## config.mk

```make
export PLATFORM = sky130hd
export DESIGN_NAME = seq_detector
export DESIGN_NICKNAME = d
export VERILOG_FILES = /design/src/rtl/seq_detector.sv
export SDC_FILE = /design/constraint.sdc
export NUM_CORES = 1
export LEC_CHECK = 0
export BUFFER_PORTS_ARGS = -buffer_cell sky130_fd_sc_hd__buf_2
export CAP_MARGIN = 20
export CORE_MARGIN = 4
export CORE_UTILIZATION = 46
export CTS_BUF_LIST = sky130_fd_sc_hd__clkbuf_16
export DETAILED_ROUTE_END_ITERATION = 10
export GPL_TIMING_DRIVEN = 0
export PLACE_DENSITY = 0.7
export SYNTH_ARGS = -nofsm -noshare
export SYNTH_HDL_FRONTEND = slang
export SYNTH_SLANG_ARGS = --single-unit
export TNS_END_PERCENT = 100
```

## constraint.sdc

```tcl
create_clock -name clk -period 4.1 [get_ports clk]
set_input_delay 0.615 -clock clk [delete_from_list [all_inputs] [get_ports clk]]
set_output_delay 0.615 -clock clk [all_outputs]
set_load 0.1 [all_outputs]
```

## src/rtl/seq_detector.sv

```systemverilog
// Serial pattern detector: flags when the last PAT_W accepted bits equal `pattern`,
// with a saturating match counter and a primed-window indicator.
module seq_detector #(
    parameter int PAT_W   = 4,
    parameter int OVERLAP = 1,
    parameter int CNT_W   = 8
) (
    input  logic             clk,
    input  logic             rst,
    input  logic             en,
    input  logic             din,
    input  logic             clear,
    input  logic [PAT_W-1:0] pattern,
    output logic             match,
    output logic             armed,
    output logic [CNT_W-1:0] match_cnt
);

    localparam int FW = $clog2(PAT_W);
    localparam logic [FW-1:0] FILL_LAST = FW'(PAT_W - 1);

    localparam logic [0:0] ST_FILL  = 1'b0;
    localparam logic [0:0] ST_ARMED = 1'b1;

    logic [PAT_W-2:0] hist_q, hist_d;
    logic [FW-1:0]    fill_q, fill_d;
    logic [0:0]       state_q, state_d;
    logic             match_q, match_d;
    logic [CNT_W-1:0] cnt_q, cnt_d;
    logic [PAT_W-1:0] win;

    assign win = {hist_q, din};

    always_comb begin
        hist_d  = hist_q;
        fill_d  = fill_q;
        state_d = state_q;
        cnt_d   = cnt_q;
        match_d = 1'b0;
        if (clear) begin
            hist_d  = '0;
            fill_d  = '0;
            state_d = ST_FILL;
            cnt_d   = '0;
        end else if (en) begin
            hist_d = win[PAT_W-2:0];
            if (state_q == ST_FILL) begin
                fill_d = fill_q + 1'b1;
                if (fill_q == FILL_LAST - 1'b1) begin
                    state_d = ST_ARMED;
                end
            end else if (win == pattern) begin
                match_d = 1'b1;
                if (cnt_q != '1) begin
                    cnt_d = cnt_q + 1'b1;
                end
                // Non-overlapping: history keeps shifting but is stale until refilled
                if (OVERLAP == 0) begin
                    state_d = ST_FILL;
                    fill_d  = '0;
                end
            end
        end
    end

    always_ff @(posedge clk or negedge rst) begin
        if (!rst) begin
            hist_q  <= '0;
            fill_q  <= '0;
            state_q <= ST_FILL;
            match_q <= 1'b0;
            cnt_q   <= '0;
        end else begin
            hist_q  <= hist_d;
            fill_q  <= fill_d;
            state_q <= state_d;
            match_q <= match_d;
            cnt_q   <= cnt_d;
        end
    end

    assign match     = match_q;
    assign armed     = (state_q == ST_ARMED);
    assign match_cnt = cnt_q;

endmodule

```

**Yosys cells after proc, flatten, opt, wreduce, memory -nomap -nowiden**

Cells that the tools add are included.

- Bits in registers: 15
- Output and inout bits: 10
- Logic and storage cells: 35

- $add $sub $neg: 2
- Equal/unequal tests: 4
- Multiplexer cells: 18
- Reduce and logical (&&, ||, !) cells: 6

Operators with widths:

| kind | count |
|---|---|
| two-way mux 8 bit | 5 |
| adder 8 x 1 -> 8 bit (second input constant) | 1 |
| two-way mux 1 bit | 8 |
| != test 8 bit (second input constant) | 1 |
| nonzero test 2 bit | 4 |
| two-way mux 2 bit | 3 |
| two-way mux 3 bit | 2 |
| == test 4 bit | 1 |
| AND reduction 4 bit | 1 |
| adder 2 x 1 -> 2 bit (second input constant) | 1 |
| == test 2 bit (second input constant) | 1 |
| != test 2 bit (second input constant) | 1 |
| AND reduction 2 bit | 1 |

**Logic depth before layout (Yosys ltp)**

- Word-level depth: 6
- Depth in mapped cells: 6

**Worst setup path before layout**

No wires, ideal clock.

- Path type: register to register
- Start: register cnt_q[0] (netlist: match_cnt[0])
- End: register cnt_q[1] (netlist: match_cnt[1])
- Setup time: 132 ps
- Arrival: 2204 ps
- Required time: 3968 ps
- Path slack: 1764 ps
- Cell stages (with the launch flop): 7
- Path buffers: 0
- Period minus slack after synthesis: 2336 ps
- Cells stage by stage: dfrtp_1 ha_1 nand3_1 or3_1 nand3_2 mux2i_1 nor2_1

- Word-level cells in the longest chain between the ends: 6

RTL lines:

| what | RTL line | RTL |
|---|---|---|
| start: declaration | 29 | `logic [CNT_W-1:0] cnt_q, cnt_d;` |
| start signal: assignment | 78 | `cnt_q <= cnt_d;` |
| adder 8 x 1 -> 8 bit | 55 | `cnt_d = cnt_q + 1'b1;` |
| two-way mux 8 bit | 54 | `if (cnt_q != '1) begin` |
| two-way mux 8 bit | 52 | `end else if (win == pattern) begin` |
| two-way mux 8 bit | 47 | `if (state_q == ST_FILL) begin` |
| two-way mux 8 bit | 45 | `end else if (en) begin` |
| two-way mux 8 bit | 40 | `if (clear) begin` |

Parallel ways exist; a longest one is shown, timed or not. The select of a mux whose other input is x is not followed.
A chain may end at the register's enable or synchronous reset.

**Worst setup path after layout**

Ends and elaborated chain as after synthesis.

==> flow_summary.json <==
{
  "clockRootBuffer": "clkbuf_16",
  "cts.sinks": 15,
  "max_slew_margin": 0.675,
  "avgSynthCellArea_um2": 9.90,
  "finalCriticalPeriod_ns": 1.77,
  "ir_worst_vdd_mv": 0.250,
  "fin_crit_sh": 0.431,
  "cts_max_path_buffers": 2,
  "p_leak_nw": 0.503,
  "cellPowerDensity_nw_per_um2": 391,
  "maxSlewViolCount": 0,
  "yosysWarningCount": 0,
  "clkLatencyLatePin_ns": 0.24,
  "end_kind": "register",
  "drive_above_1_share": 0.253,
  "max_freq_mhz": 566,
  "cp_slowest_stage_delay_ns": 0.47,
  "port_buffers": 17,
  "synth-seq-cells": 15,
  "drt-initial-drc-count": 19,
  "diodes": 0,
  "syn_to_final_growth_pct": 24.0,
  "finalNetCount": 111,
  "avgRoutedWirePerCell_um": 13.8,
  "row_count": 14,
  "cts_max_level": 1,
  "ctsResizeCount": 0,
  "grt_overflow": 0,
  "ctsHoldBuffers": 0,
  "finalPower_mw": 0.374,
  "die_w_um": 49.0,
  "synth_seq_area_share": 0.486,
  "synth_cells": 78,
  "start_util": 0.501,
  "tns_ns": 0,
  "worst_pin_slew_ns": 0.491,
  "drv_cap": 0,
  "crit_chain": "ha_1 -> nand3_1 -> or3_1 -> nand3_2 -> mux2i_1 -> nor2_1",
  "path_max_fanout": 5,
  "ys_types": 20,
  "slowest_stage": "or3_1",
  "setup_violations": 0,
  "rsz0062_at_grt": "no",
  "path_clk_slew_ns": 0.05,
  "die_height_um": 49.0,
  "hold_class": "in2async",
  "critPathRequiredTime_ns": 4.21,
  "r2r_cells": 6,
  "mostFrequentLayoutCells": "buf_2, nor2_1, dfrtp_1, xor2_1, mux2i_1",
  "hold_viol": 0,
  "syn_nets": 89,
  "gp_congestion": 0.809,
  "antenna_found_initial": 0,
  "numCtsBuffers": 3,
  "clock_skew_ns": 0.000485,
  "ios": 19,
  "wl_um": 1590,
  "core_um2": 1540,
  "track_usage": 0.148,
  "outcome": "finished clean",
  "vias_per_cell": 5.35,
  "cp-start-kind": "register",
  "ant_nets": 0,
  "grt_max_degree": 16,
  "grt_pass1_wl_um": 2790,
  "cts_setup_buffers": 0,
  "route.vias.total": 615,
  "layout_commonest_cell": "buf_2",
  "die_area_um2": 2400,
  "drcViolationCount": 0,
  "grt_pass1_vias": 603,
  "cts_tree": "yes",
  "first_pass_iters": 4,
  "path_class": "reg2reg",
  "syn_area_um2": 772,
  "arrival_ns": 1.88
}
-- power breakdown --
| part | switching (mW) | internal [mW] | total [mW] |
|---|---|---|---|
| combinational | 0.0202 | 0.0111 | 0.0314 |
| clock | 0.0584 | 0.130 | 0.188 |
| sequential | 0.00223 | 0.152 | 0.154 |
| total | 0.0809 | 0.293 | 0.374 |
-- cell usage after synthesis --
| library cell | instances | area [um^2] |
|---|---|---|
| a21oi_1 | 3 | 15.0 |
| nand2_1 | 4 | 15.0 |
| clkbuf_1 | 1 | 3.75 |
| nor3_4 | 1 | 16.3 |
| inv_1 | 1 | 3.75 |
| nand3_2 | 1 | 10.0 |
| nand2b_1 | 3 | 18.8 |
| nand3_1 | 3 | 15.0 |
| nor2_1 | 17 | 63.8 |
| ha_1 | 2 | 25.0 |
| xor2_1 | 7 | 61.3 |
| mux2i_1 | 6 | 60.1 |
| and2_1 | 1 | 6.26 |
| dfrtp_1 | 15 | 375 |
| and3_1 | 2 | 12.5 |
| or3_1 | 2 | 12.5 |
| nand4_1 | 4 | 25.0 |
| xnor2_1 | 2 | 17.5 |
| o21ai_0 | 1 | 5.00 |
| buf_2 | 2 | 10.0 |
-- kinds of logic (layout without fill, tap and decap cells) --
group,Yosys count,in the layout,synth area share
xor+xnor,9,9,0.102
compound gates,4,4,0.0259
simple gates,38,38,0.253
mux,6,6,0.0778
fa+ha+maj,2,2,0.0324
flops,15,15,0.486
buf+inv,4,25,0.0227
-- cell type report --
| type | count | area [um^2] |
|---|---|---|
| clock buffers | 3 | 75.1 |
| well taps | 16 | 20.0 |
| repair buffers | 17 | 85.1 |
| multi-input cells | 59 | 379 |
| inverters | 1 | 3.75 |
| flip-flops and latches | 15 | 375 |
| clock inverters | 1 | 5.00 |
| fillers | 141 | 584 |
| plain buffers | 3 | 13.8 |
-- sequential cells by signal (all words and copies together) (netlist names) --
signal / cells
armed: 1
fill_q: 2
match: 1
hist_q: 3
match_cnt: 8
-- stage by stage --
| stage | hold WS (ns) | cells | cell area (um^2) | worst slack, ns | util |
|---|---|---|---|---|---|
| 2_1_floorplan | 0.319 | 78 | 772 | 1.76 | - |
| 3_3_place_gp | 0.504 | 111 | 877 | 2.17 | 0.569 |
| 3_5_place_dp | 0.523 | 111 | 877 | 2.13 | 0.569 |
| 4_1_cts | 0.283 | 115 | 957 | 2.33 | 0.621 |
| 5_1_grt | 0.292 | 115 | 957 | 2.19 | 0.621 |
| 6_report | 0.269 | 115 | 957 | 2.33 | 0.621 |
-- critical path: cells and delay by family, from the launching register on --
kind	cells	cell delay, ns
and+or+nand+nor	4	0.81
muxes	1	0.19
adders and majority gates	1	0.21
DFF	1	0.41
-- path summary, 6_finish.rpt --
check | startpoint | endpoint | slack (ns)
min in group clk | armed$_DFFE_PN0P_ | armed$_DFFE_PN0P_ | 0.53
max in group asynchronous | rst | match_cnt[2]$_DFFE_PN0P_ | 3.58
setup reg to reg | match_cnt[0]$_DFFE_PN0P_ | match_cnt[1]$_DFFE_PN0P_ | 2.33
setup / recovery | match_cnt[0]$_DFFE_PN0P_ | match_cnt[1]$_DFFE_PN0P_ | 2.33
hold reg to reg | armed$_DFFE_PN0P_ | armed$_DFFE_PN0P_ | 0.53
hold / removal | rst | hist_q[2]$_DFFE_PN0P_ | 0.27
-- per-layer routing --
layer,vias up,global-route usage,wire [um]
met2,20,0.237,769
met4,0,0.0673,31
li1,302,-,-
met5,-,0,0
met1,287,0.185,708
met3,6,0.0367,79
Power figures use the tool's default switching activity.
